[config.mk]
export PLATFORM = sky130hd
export DESIGN_NAME = knn_vote_selector
export DESIGN_NICKNAME = d
export VERILOG_FILES = /design/src/rtl/knn_vote_selector.sv
export SDC_FILE = /design/constraint.sdc
export NUM_CORES = 1
export LEC_CHECK = 0
export CORE_ASPECT_RATIO = 0.8
export CORE_MARGIN = 2
export CORE_UTILIZATION = 45
export DETAILED_ROUTE_END_ITERATION = 10
export MAX_ROUTING_LAYER = met4
export PLACE_DENSITY = 0.65
export SYNTH_ARGS = -nofsm -noshare
export SYNTH_HDL_FRONTEND = slang
export SYNTH_SLANG_ARGS = --single-unit
[constraint.sdc]
create_clock -name clk -period 11.6 [get_ports clk]
set_input_delay 2.32 -clock clk [delete_from_list [all_inputs] [get_ports clk]]
set_output_delay 2.32 -clock clk [all_outputs]
set_load 0.02 [all_outputs]
[src/rtl/knn_vote_selector.sv]
// K-nearest-neighbour vote: keeps the K smallest (distance, type) results sorted, then majority-votes their class.
// Build option KNN_TIE_NEAREST_EN: count ties go to the class of the nearest retained neighbour (one extra select cycle).
module knn_vote_selector #(
  parameter int K  = 3,
  parameter int T  = 8,
  parameter int NC = 4,
  parameter int W  = 32
) (
  input  logic         clk,
  input  logic         rst,
  input  logic         start,
  input  logic         distance_valid,
  input  logic [W-1:0] distance,
  input  logic [W-1:0] data_type,
  output logic         busy,
  output logic         class_valid,
  output logic [W-1:0] class_out,
  output logic [W-1:0] nearest_distance
);

  localparam int HW   = $clog2(K + 1);
  localparam int CNTW = $clog2(T + 1);
  localparam int CW   = (NC > 1) ? $clog2(NC) : 1;
  localparam int IW   = $clog2(((K > NC) ? K : NC) + 2);
`ifdef KNN_TIE_NEAREST_EN
  localparam int LAST_SEL = NC;
`else
  localparam int LAST_SEL = NC - 1;
`endif

  typedef enum logic [2:0] {S_IDLE, S_COLLECT, S_VOTE_COUNT, S_VOTE_SELECT, S_DONE} state_t;

  state_t          r_state, w_state_nxt;
  logic [W-1:0]    r_dist [K];
  logic [W-1:0]    r_type [K];
  logic [K-1:0]    r_vld;
  logic [CNTW-1:0] r_count;
  logic [HW-1:0]   r_hist [NC];
  logic [IW-1:0]   r_idx;
  logic [HW-1:0]   r_best_cnt;
  logic [CW-1:0]   r_best_cls;
  logic            r_class_vld;
  logic [W-1:0]    r_class;
  logic [W-1:0]    r_nearest;

  logic [W-1:0]    w_dist_nxt [K];
  logic [W-1:0]    w_type_nxt [K];
  logic [K-1:0]    w_vld_nxt;
  logic            w_seen, w_gt, w_pv, w_accept;
  logic [W-1:0]    w_pd, w_pt, w_sel_type;
  logic            w_sel_vld;
  logic [HW-1:0]   w_bin;

  assign busy             = (r_state == S_COLLECT) || (r_state == S_VOTE_COUNT) || (r_state == S_VOTE_SELECT);
  assign class_valid      = r_class_vld;
  assign class_out        = r_class;
  assign nearest_distance = r_nearest;

  always_ff @(posedge clk) begin
    if (rst) r_state <= S_IDLE;
    else     r_state <= w_state_nxt;
  end

  always_comb begin
    w_state_nxt = r_state;
    w_accept    = 1'b0;
    case (r_state)
      S_IDLE:    if (start) w_state_nxt = S_COLLECT;
      S_COLLECT: begin
        if (start) w_state_nxt = S_COLLECT;
        else if (distance_valid) begin
          w_accept = 1'b1;
          if (r_count == CNTW'(T - 1)) w_state_nxt = S_VOTE_COUNT;
        end
      end
      S_VOTE_COUNT: begin
        if (start) w_state_nxt = S_COLLECT;
        else if (r_idx == IW'(K - 1)) w_state_nxt = S_VOTE_SELECT;
      end
      S_VOTE_SELECT: begin
        if (start) w_state_nxt = S_COLLECT;
        else if (r_idx == IW'(LAST_SEL)) w_state_nxt = S_DONE;
      end
      S_DONE:  w_state_nxt = start ? S_COLLECT : S_IDLE;
      default: w_state_nxt = S_IDLE;
    endcase
  end

  // Invalid slots compare as "greater" so the sorted list always fills from the front.
  always_comb begin
    w_seen = 1'b0;
    w_gt   = 1'b0;
    w_pd   = '0;
    w_pt   = '0;
    w_pv   = 1'b0;
    for (int i = 0; i < K; i++) begin
      w_gt          = !r_vld[i] || (r_dist[i] > distance);
      w_dist_nxt[i] = r_dist[i];
      w_type_nxt[i] = r_type[i];
      w_vld_nxt[i]  = r_vld[i];
      if (w_gt) begin
        if (!w_seen) begin
          w_dist_nxt[i] = distance;
          w_type_nxt[i] = data_type;
          w_vld_nxt[i]  = 1'b1;
        end else begin
          w_dist_nxt[i] = w_pd;
          w_type_nxt[i] = w_pt;
          w_vld_nxt[i]  = w_pv;
        end
      end
      w_seen = w_seen | w_gt;
      w_pd   = r_dist[i];
      w_pt   = r_type[i];
      w_pv   = r_vld[i];
    end
  end

  always_comb begin
    w_sel_type = '0;
    w_sel_vld  = 1'b0;
    w_bin      = '0;
    for (int i = 0; i < K; i++) begin
      if (r_idx == IW'(i)) begin
        w_sel_type = r_type[i];
        w_sel_vld  = r_vld[i];
      end
    end
    for (int c = 0; c < NC; c++) begin
      if (r_idx == IW'(c)) w_bin = r_hist[c];
    end
  end

`ifdef KNN_TIE_NEAREST_EN
  logic          w_near_hit;
  logic [CW-1:0] w_near_cls;

  // Walk from the back so the lowest-index tied entry wins.
  always_comb begin
    w_near_hit = 1'b0;
    w_near_cls = '0;
    for (int i = K - 1; i >= 0; i--) begin
      for (int c = 0; c < NC; c++) begin
        if (r_vld[i] && (r_type[i] == W'(c)) && (r_hist[c] == r_best_cnt)) begin
          w_near_hit = 1'b1;
          w_near_cls = CW'(c);
        end
      end
    end
  end
`endif

  always_ff @(posedge clk) begin
    if (rst) begin
      for (int i = 0; i < K; i++) begin
        r_dist[i] <= '1;
        r_type[i] <= '0;
      end
      for (int c = 0; c < NC; c++) r_hist[c] <= '0;
      r_vld       <= '0;
      r_count     <= '0;
      r_idx       <= '0;
      r_best_cnt  <= '0;
      r_best_cls  <= '0;
      r_class_vld <= 1'b0;
      r_class     <= '0;
      r_nearest   <= '0;
    end else begin
      r_class_vld <= (r_state == S_DONE);
      if (r_state == S_DONE) begin
        r_class   <= W'(r_best_cls);
        r_nearest <= r_vld[0] ? r_dist[0] : '1;
      end
      if (start) begin
        for (int i = 0; i < K; i++) begin
          r_dist[i] <= '1;
          r_type[i] <= '0;
        end
        for (int c = 0; c < NC; c++) r_hist[c] <= '0;
        r_vld      <= '0;
        r_count    <= '0;
        r_idx      <= '0;
        r_best_cnt <= '0;
        r_best_cls <= '0;
      end else begin
        case (r_state)
          S_COLLECT: begin
            if (w_accept) begin
              for (int i = 0; i < K; i++) begin
                r_dist[i] <= w_dist_nxt[i];
                r_type[i] <= w_type_nxt[i];
              end
              r_vld   <= w_vld_nxt;
              r_count <= r_count + CNTW'(1);
            end
          end
          S_VOTE_COUNT: begin
            for (int c = 0; c < NC; c++) begin
              if (w_sel_vld && (w_sel_type == W'(c))) r_hist[c] <= r_hist[c] + HW'(1);
            end
            r_idx <= (r_idx == IW'(K - 1)) ? '0 : r_idx + IW'(1);
          end
          S_VOTE_SELECT: begin
            if (r_idx < IW'(NC)) begin
              if (w_bin > r_best_cnt) begin
                r_best_cnt <= w_bin;
                r_best_cls <= CW'(r_idx);
              end
            end
`ifdef KNN_TIE_NEAREST_EN
            else if (w_near_hit) begin
              r_best_cls <= w_near_cls;
            end
`endif
            r_idx <= r_idx + IW'(1);
          end
          default: ;
        endcase
      end
    end
  end

endmodule

## Yosys cells after proc, flatten, opt, wreduce, memory -nomap -nowiden

Memory sizes are Yosys's and may differ from the RTL's.
Index checks and enable logic that the tools add are counted.

- $add $sub $neg: 6
- Multipliers: 0
- Divide/modulo/power cells: 0
- $lt $le $gt $ge: 5
- Eq/ne operators: 16
- Shifts and indexed selects: 0
- Muxes and demuxes: 88
- Bitwise operators: 21
- Reduce and logical (&&, ||, !) cells: 23

Operators with widths:

| operator | number |
|---|---|
| two-way mux 32 bit | 26 |
| > comparator 32 bit | 3 |
| == test 32 x 2 -> 1 bit, second input constant | 2 |
| two-way mux 1 bit | 39 |
| == test 32 x 1 -> 1 bit, second input constant | 1 |
| logical NOT 32 bit | 1 |
| two-way mux 3 bit | 9 |
| two-way mux 2 bit | 12 |
| OR 1 bit | 21 |
| one-hot mux 3 bit (5 select lines) | 1 |
| == test 3 x 2 -> 1 bit, second input constant | 4 |
| AND reduction 3 bit | 4 |
| inequality test 3 x 2 -> 1 bit, second input constant | 3 |
| adder 2 x 1 -> 2 bit, second input constant | 4 |
| == test 3 x 1 -> 1 bit, second input constant | 2 |
| logical NOT 3 bit | 2 |
| one-hot mux 3 bit (2 select lines) | 1 |
| logical OR 1 bit | 5 |
| AND reduction 5 bit | 1 |
| adder 4 x 1 -> 4 bit, second input constant | 1 |
| == test 4 x 3 -> 1 bit, second input constant | 1 |
| logical AND 1 bit | 4 |
| adder 3 x 1 -> 3 bit, second input constant | 1 |
| == test 3 bit, second input constant | 1 |
| other kinds (8) | 10 |

- Bits in registers: 52
- Bits in latches: 0
- Memory bits (writable): 200
- ROM bits: 0
- Input port bits: 68
- Output and inout port bits: 66
- Logic and storage cells: 173
- Memories kept: 3

Memory list:

| name | words | bits a word | rd ports | clocked after Yosys merged registers in | write ports | line | text |
|---|---|---|---|---|---|---|---|
| r_dist | 3 | 32 | 3 | 0 | 3 | 34 | `logic [W-1:0] r_dist [K];` |
| r_type | 3 | 32 | 3 | 0 | 3 | 35 | `logic [W-1:0] r_type [K];` |
| r_hist | 4 | 2 | 4 | 0 | 4 | 38 | `logic [HW-1:0] r_hist [NC];` |

## Depth between registers and ports, before layout

Gate-level depths: netlist of the first run.

- Word-level depth: 12
- Depth in mapped cells: 13
- Depth with buffers taken out: 12

## Least setup slack after synthesis of the first run

No wires, ideal clock.

- Path kind: input -> register
- Start point: input distance[30]
- End point: memory r_dist[1][0] (netlist: r_dist[0][32]) (enable)
- Library setup time: 0.574 ns
- Arrival: 8.414 ns
- Data required time: 11.026 ns
- Setup slack: 2.612 ns
- Stages on the path: 9
- Path buffers: 1
- Path through: inv_1 -> ha_1 -> nand4_1 -> or4_1 -> nor2_1 -> o311a_1 -> a21oi_4 -> buf_2 -> o21ai_0

RTL lines:

| what | line | text |
|---|---|---|
| start: declaration | 13 | `input logic [W-1:0] distance,` |
| end: declaration | 34 |  |

==> results.yml, run 1 <==
synthesis:
  yosys.area_share.adder_pct: 9.49
  synth_top_area_cell: "edfxtp_1"
  seq_area_frac_synth_pct: 51.2
  synth-simple-area-share_pct: 14.4
  synth_compound_area_share_pct: 11.8
  synth_area_sq_um: 13700
  synth_common_cells: "edfxtp_1, nor2_1, inv_1"
  postSynthCellCount: 1273
  synth.distinct_cells: 57
  yosys.cell_count.top_type: "edfxtp_1"
  synth_seq_cells: 252
  synth_xor_area_share_pct: 0.447
  synth-edff-count: 198
  synth_top_area_share_pct: 43.4
  yosys_most_used_dff: "edfxtp_1"
  yosysWarnings: 0
  synthMuxAreaShare_pct: 5.11
  async_flop_share_pct: 0
  avgSynthCellArea_sq_um: 10.8
  synth_top_family_by_area: "simple AND/OR/NAND/NOR gates"
  synthTopCellsByArea: "edfxtp_1, ha_1, dfxtp_1"
final_layout:
  area_growth_pct: 15.0
  fillers: 2624
  nets: 1517
  drive_above_1_share_pct: 4.69
  fin_util_pct: 52.3
die:
  dieWidth_microns: 199
  die_h_microns: 160
  initial_utilization_pct: 45.5
  coreArea_sq_um: 30200
  die_area_sq_um: 31900
  rows: 57
  num_io_pins: 134
detailed_routing:
  drc: 0
  viasPerCell: 5.60
  wirelength_microns: 33400
  drt_iter0_markers: 760
  drtPass1Iterations: 6
  ant_nets: 0
  wl_per_cell_microns: 18.8
  vias: 9957
place:
  port_buffers: 103
  gp_congestion: 0.858
  post-place-ws_ns: 4.69
  dp_hpwl_microns: 22200
sta:
  finalCriticalPeriod_ns: 6.42
  rsz0062_at_grt: "no"
  finalSetupViolations: 0
  slew_viol_final: 0
  max-slew-margin-rel_pct: 16.6
  setup_tns_ns: 0
  max_freq_mhz: 156
  min_period_over_period_pct: 55.3
  worst_slew_pin_slew_ns: 1.25
  hold_viol: 0
  finClkSkew_ns: 0.0236
  holdWs_ns: 0.493
  fin_ws_ns: 5.18
global_routing:
  grt_max_degree: 95
  antenna_found_initial: 1
  grt_usage_pct: 21.6
  grt_pass1_wl_microns: 52800
  overflow: 0
  grt_pass1_vias: 9692
clock_tree:
  cts_buffers: 27
  cts_tree: "built"
  cts-resized-gates: 0
  clk_pin_slew_ns: 0.05
  post-cts-setup-buffers: 0
  cts-root-buf: "clkbuf_16"
  insertion_delay_ns: 0.54
  cts_hold_buf: 0
  clk_path_buf_depth: 3
  htree_levels: 1
  cts.sinks: 252
power_and_ir_drop:
  max-vdd-ir-drop_v: 0.000120
  p_per_area_nw_per_um2: 129
  leakage_nw: 6.10
setup_path:
  startpoint_type: "input port"
  cp.required_ns: 11.87
  worst-path-stages: 9
  crit_slowest_cell: "a21oi_4"
  reg2reg_depth: 8
  rr_startpoint: "r_dist[0][46]$_SDFFCE_PN1P_"
  worst_setup_path_end_kind: "flop"
  endpoint: "r_type[0][80]$_SDFFCE_PN0P_"
  r2r_slack_ns: 7.21
  cp_max_fo: 64
  worst_r2r_endpoint: "r_type[0][80]$_SDFFCE_PN0P_"
  cpPeakStageDelay_ns: 0.81
  critPathBufInv: 2
  crit_family: "simple AND/OR/NAND/NOR gates"
  path_cells: "clkdlybuf4s50_1 > inv_1 > ha_1 > nand4_1 > or4_1 > or3_1 > a21oi_4 > nand2_4 > a31o_1"
  worstSetupPathType: "input port to flop"
  arrival_ns: 6.68
  crit_start: "distance[31]"
status:
  outcome: "finished clean"
job:
  max_cap_violations: 0
worst_hold_path:
  hold_class: "flop to flop"
-- worst min-delay path by stage --
stage                                     startpoint                          to  slack [ns]  cells past startpoint
after detailed placement     r_count[1]$_SDFFE_PP0P_     r_count[1]$_SDFFE_PP0P_        0.47                      2
after CTS                  r_hist[2][0]$_SDFFE_PP0P_   r_hist[2][0]$_SDFFE_PP0P_        0.50                      2
after global routing       r_hist[2][0]$_SDFFE_PP0P_   r_hist[2][0]$_SDFFE_PP0P_        0.51                      2
after global placement       r_count[1]$_SDFFE_PP0P_     r_count[1]$_SDFFE_PP0P_        0.47                      2
after floorplan              r_count[1]$_SDFFE_PP0P_     r_count[1]$_SDFFE_PP0P_        0.45                      2
final                     r_best_cnt[1]$_SDFFE_PP0P_  r_best_cnt[1]$_SDFFE_PP0P_        0.49                      2
-- layout by cell type, fill, tap and decap left out, drive strengths merged, types with 36 or more instances in the layout --
cell           instances
clkdlybuf4s50        102
edfxtp               198
inv                  111
ha                   104
a21oi                 41
and3                  71
mux2i                 70
nor2                 171
dfxtp                 54
clkbuf                37
nand2                 63
o211ai                36
-- logic make-up after synthesis --
group / Yosys count
AO/OA/AOI/OAI: 221
multiplexers: 70
other: 1
adder cells (fa/ha/maj): 104
AND/OR/NAND/NOR: 408
XOR/XNOR: 7
flip-flops: 252
buffers and inverters: 210
-- where the power goes --
group	switching, mW	total, mW	internal, mW	leakage (nW)
clock	0.356	0.885	0.529	0.442
combinational	0.0934	0.150	0.0566	3.36
sequential	0.0112	1.00	0.993	2.29
-- tightest hold or removal path, stage by stage, from the launching register on --
cell and delay (ns):
dfxtp_1 0.32, mux2i_1 0.06, nor2_1 0.08
-- through the flow --
step,power [mW],cell area [sq um],std cells
after floorplan,1.12,13800,1302
after detailed placement,1.17,14900,1729
after global placement,1.17,14900,1729
after CTS,2.05,15800,1778
final,2.04,15800,1779
after global routing,2.10,15800,1779
-- per-layer routing --
metal | GRT usage [%] | vias to the layer above | part of all wire [%]
met5 | - | - | 0
li1 | - | 4772 | -
met1 | 31.9 | 4816 | 48
met4 | 4.68 | 0 | 1.9
met3 | 3.42 | 40 | 7.2
met2 | 31.1 | 329 | 43
-- cell type report --
type	instances	area, sq um	area share, %
Sequential cell	252	7030	44.6
Multi-Input combinational cell	840	5820	36.9
Timing Repair Buffer	113	1100	6.98
Clock buffer	37	733	4.65
Tap cell	413	517	3.28
Inverter	111	417	2.64
Clock inverter	12	159	1.01
Antenna cell	1	2.50	0.0159
-- state kept, by name (all words and copies together) (netlist names) --
name / count
r_dist: 96
r_type: 96
nearest_distance: 32
r_hist: 8
r_count: 4
r_idx: 3
r_state: 3
r_vld: 3
class_out: 2
r_best_cls: 2
r_best_cnt: 2
class_valid: 1
Note: power is estimated with default switching activity, not from simulation.
==> run 2: changes to the inputs <==
--- a/config.mk
+++ b/config.mk
@@ -10,7 +10,7 @@
 export CORE_UTILIZATION = 45
 export DETAILED_ROUTE_END_ITERATION = 10
 export MAX_ROUTING_LAYER = met4
-export PLACE_DENSITY = 0.65
+export PLACE_DENSITY = 0.68
 export SYNTH_ARGS = -nofsm -noshare
 export SYNTH_HDL_FRONTEND = slang
 export SYNTH_SLANG_ARGS = --single-unit
==> constraint.sdc (replaced) <==
create_clock -name clk -period 5.4 [get_ports clk]
set_input_delay 1.08 -clock clk [delete_from_list [all_inputs] [get_ports clk]]
set_output_delay 1.08 -clock clk [all_outputs]
set_load 0.02 [all_outputs]
==> run 2 against run 1 <==
  * Clock skew shrank 0.014 ns
  * Wire length shrank 0.27%
  * Die area is the same
  * Critical path depth grew 1
  * Flip-flop and latch count is the same
  * Register-to-register slack lost 5.5 ns
  * Sequential share of layout area shrank 0.20 points
  * Combinational power grew 120%
  * Non-clock buffer count grew 6
  * Hold slack lost 0.012 ns
  * Critical path type unchanged
  * Largest power group unchanged
==> results.yml, run 2 (same netlist as run 1, synthesis figures left out) <==
setup_path:
  crit_slowest_cell: "or4_1"
  startpoint_type: "input port"
  worst_setup_path_end_kind: "flop"
  critPathBufInv: 4
  r2r_slack_ns: 1.69
  reg2reg_depth: 11
  cp_max_fo: 99
  arrival_ns: 4.54
  worst-path-stages: 10
  worst_r2r_endpoint: "r_best_cls[0]$_SDFFE_PP0P_"
  cpPeakStageDelay_ns: 0.61
  worstSetupPathType: "input port to flop"
  path_cells: "clkdlybuf4s50_1 > inv_1 > ha_1 > nand4_1 > or4_1 > or3_1 > a21oi_4 > buf_12 > buf_4 > o211ai_1"
  rr_startpoint: "r_idx[0]$_SDFFE_PP0P_"
  cp.required_ns: 5.65
  crit_family: "buffers and inverters"
power_and_ir_drop:
  leakage_nw: 6.14
  max-vdd-ir-drop_v: 0.000244
  p_per_area_nw_per_um2: 273
sta:
  finalSetupViolations: 0
  max-slew-margin-rel_pct: 22.9
  min_period_over_period_pct: 79.5
  rsz0062_at_grt: "no"
  finClkSkew_ns: 0.00975
  max_freq_mhz: 233
  worst_slew_pin_slew_ns: 1.15
  hold_viol: 0
  holdWs_ns: 0.480
  finalCriticalPeriod_ns: 4.29
  slew_viol_final: 0
  setup_tns_ns: 0
detailed_routing:
  drtPass1Iterations: 5
  drt_iter0_markers: 828
  drc: 0
  wirelength_microns: 33400
  ant_nets: 0
  vias: 9930
  viasPerCell: 5.56
  wl_per_cell_microns: 18.7
final_layout:
  instances_no_fill: 1785
  num_antenna_cells: 0
  area_growth_pct: 15.5
  fillers: 2673
  stdcell_area_sq_um: 15800
  multi_input_area_sq_um: 5820
  mostFrequentLayoutCell: "edfxtp_1"
  fin_util_pct: 52.5
  drive_above_1_share_pct: 5.47
  mostFrequentLayoutCells: "edfxtp_1, nor2_1, inv_1"
  final-seq-area_sq_um: 7030
  nets: 1523
global_routing:
  grt_pass1_wl_microns: 53100
  grt_usage_pct: 21.6
  overflow: 0
  grt_max_degree: 100
  antenna_found_initial: 0
  grt_pass1_vias: 9704
die:
  die_h_microns: 160
  coreArea_sq_um: 30200
  num_io_pins: 134
  die_area_sq_um: 31900
  initial_utilization_pct: 45.5
  dieWidth_microns: 199
  rows: 57
clock_tree:
  clk_pin_slew_ns: 0.06
  cts_hold_buf: 0
  cts-resized-gates: 0
  htree_levels: 1
  cts_buffers: 27
  cts.sinks: 252
  insertion_delay_ns: 0.54
  clk_path_buf_depth: 3
  cts_tree: "built"
  post-cts-setup-buffers: 0
  cts-root-buf: "clkbuf_16"
status:
  outcome: "finished clean"
worst_hold_path:
  holdPathStages: 2
  hold_class: "flop to flop"
  holdPathEnd: "r_count[1]$_SDFFE_PP0P_"
  hold_start: "r_count[1]$_SDFFE_PP0P_"
place:
  port_buffers: 103
  placed_cells: 1735
  dp_hpwl_microns: 22600
  postPlaceCellArea_sq_um: 15000
  gp_congestion: 0.871
job:
  max_cap_violations: 0
==> run 2: changes by cell type in the layout (fill, tap and decap cells not counted), sizes merged <==
| cell | change |
|---|---|
| buf | +6 |
| bufinv | -2 |
| clkbuf | -3 |
| clkinv | +4 |
| diode | -1 |
| inv | +2 |
==> run 2: metrics by stage <==
stage	total power, mW	worst slack [ns]
detailed placement	2.52	0.549
CTS	4.35	1.13
finish	4.32	1.11
global route	4.47	0.914
global placement	2.51	0.658
floorplan	2.40	0.108
==> run 2: worst reg2reg max path, stage by stage (launching register included) <==
cell,delay [ns]
dfxtp_1,0.43
ha_1,0.54
inv_1,0.19
and3_1,0.21
a21oi_1,0.16
o21ai_0,0.11
a22o_1,0.25
ha_1,0.31
a21oi_1,0.06
a2111oi_1,1.00
mux2i_1,0.28
nor2_1,0.05
==> run 2: worst max-delay path by stage <==
stage	startpoint	slack [ns]	end
finish	distance[30]	1.11	r_dist[0][49]$_SDFFCE_PN1P_
floorplan	distance[5]	0.11	r_dist[0][64]$_SDFFCE_PN1P_
CTS	distance[30]	1.13	r_dist[0][49]$_SDFFCE_PN1P_
global route	distance[30]	0.91	r_dist[0][51]$_SDFFCE_PN1P_
global placement	distance[30]	0.66	r_dist[0][13]$_SDFFCE_PN1P_
detailed placement	distance[30]	0.55	r_dist[0][62]$_SDFFCE_PN1P_
==> run 2: layout make-up <==
| class | instances | share of cell area [%] |
|---|---|---|
| clock buffer | 34 | 4.62 |
| clock inverter | 16 | 0.877 |
| inverter | 111 | 2.63 |
| multi-input combinational | 840 | 36.7 |
| sequential | 252 | 44.3 |
| tap | 413 | 3.26 |
| timing repair buffer | 119 | 7.55 |
==> run 2: where the power goes <==
part	total [mW]	switching (mW)	internal, mW
clock network	1.84	0.783	1.06
registers	2.16	0.0241	2.13
logic	0.327	0.202	0.125
total	4.32	1.01	3.31
==> run 2: layer usage <==
| metal | share of wire (%) | routed length, microns | global-route usage [%] | up-vias |
|---|---|---|---|---|
| met4 | 1.9 | 619 | 4.41 | 0 |
| met5 | 0 | 0 | - | - |
| met3 | 6.6 | 2210 | 3.48 | 46 |
| li1 | - | - | - | 4778 |
| met2 | 43 | 14300 | 31.1 | 317 |
| met1 | 49 | 16300 | 32.2 | 4789 |
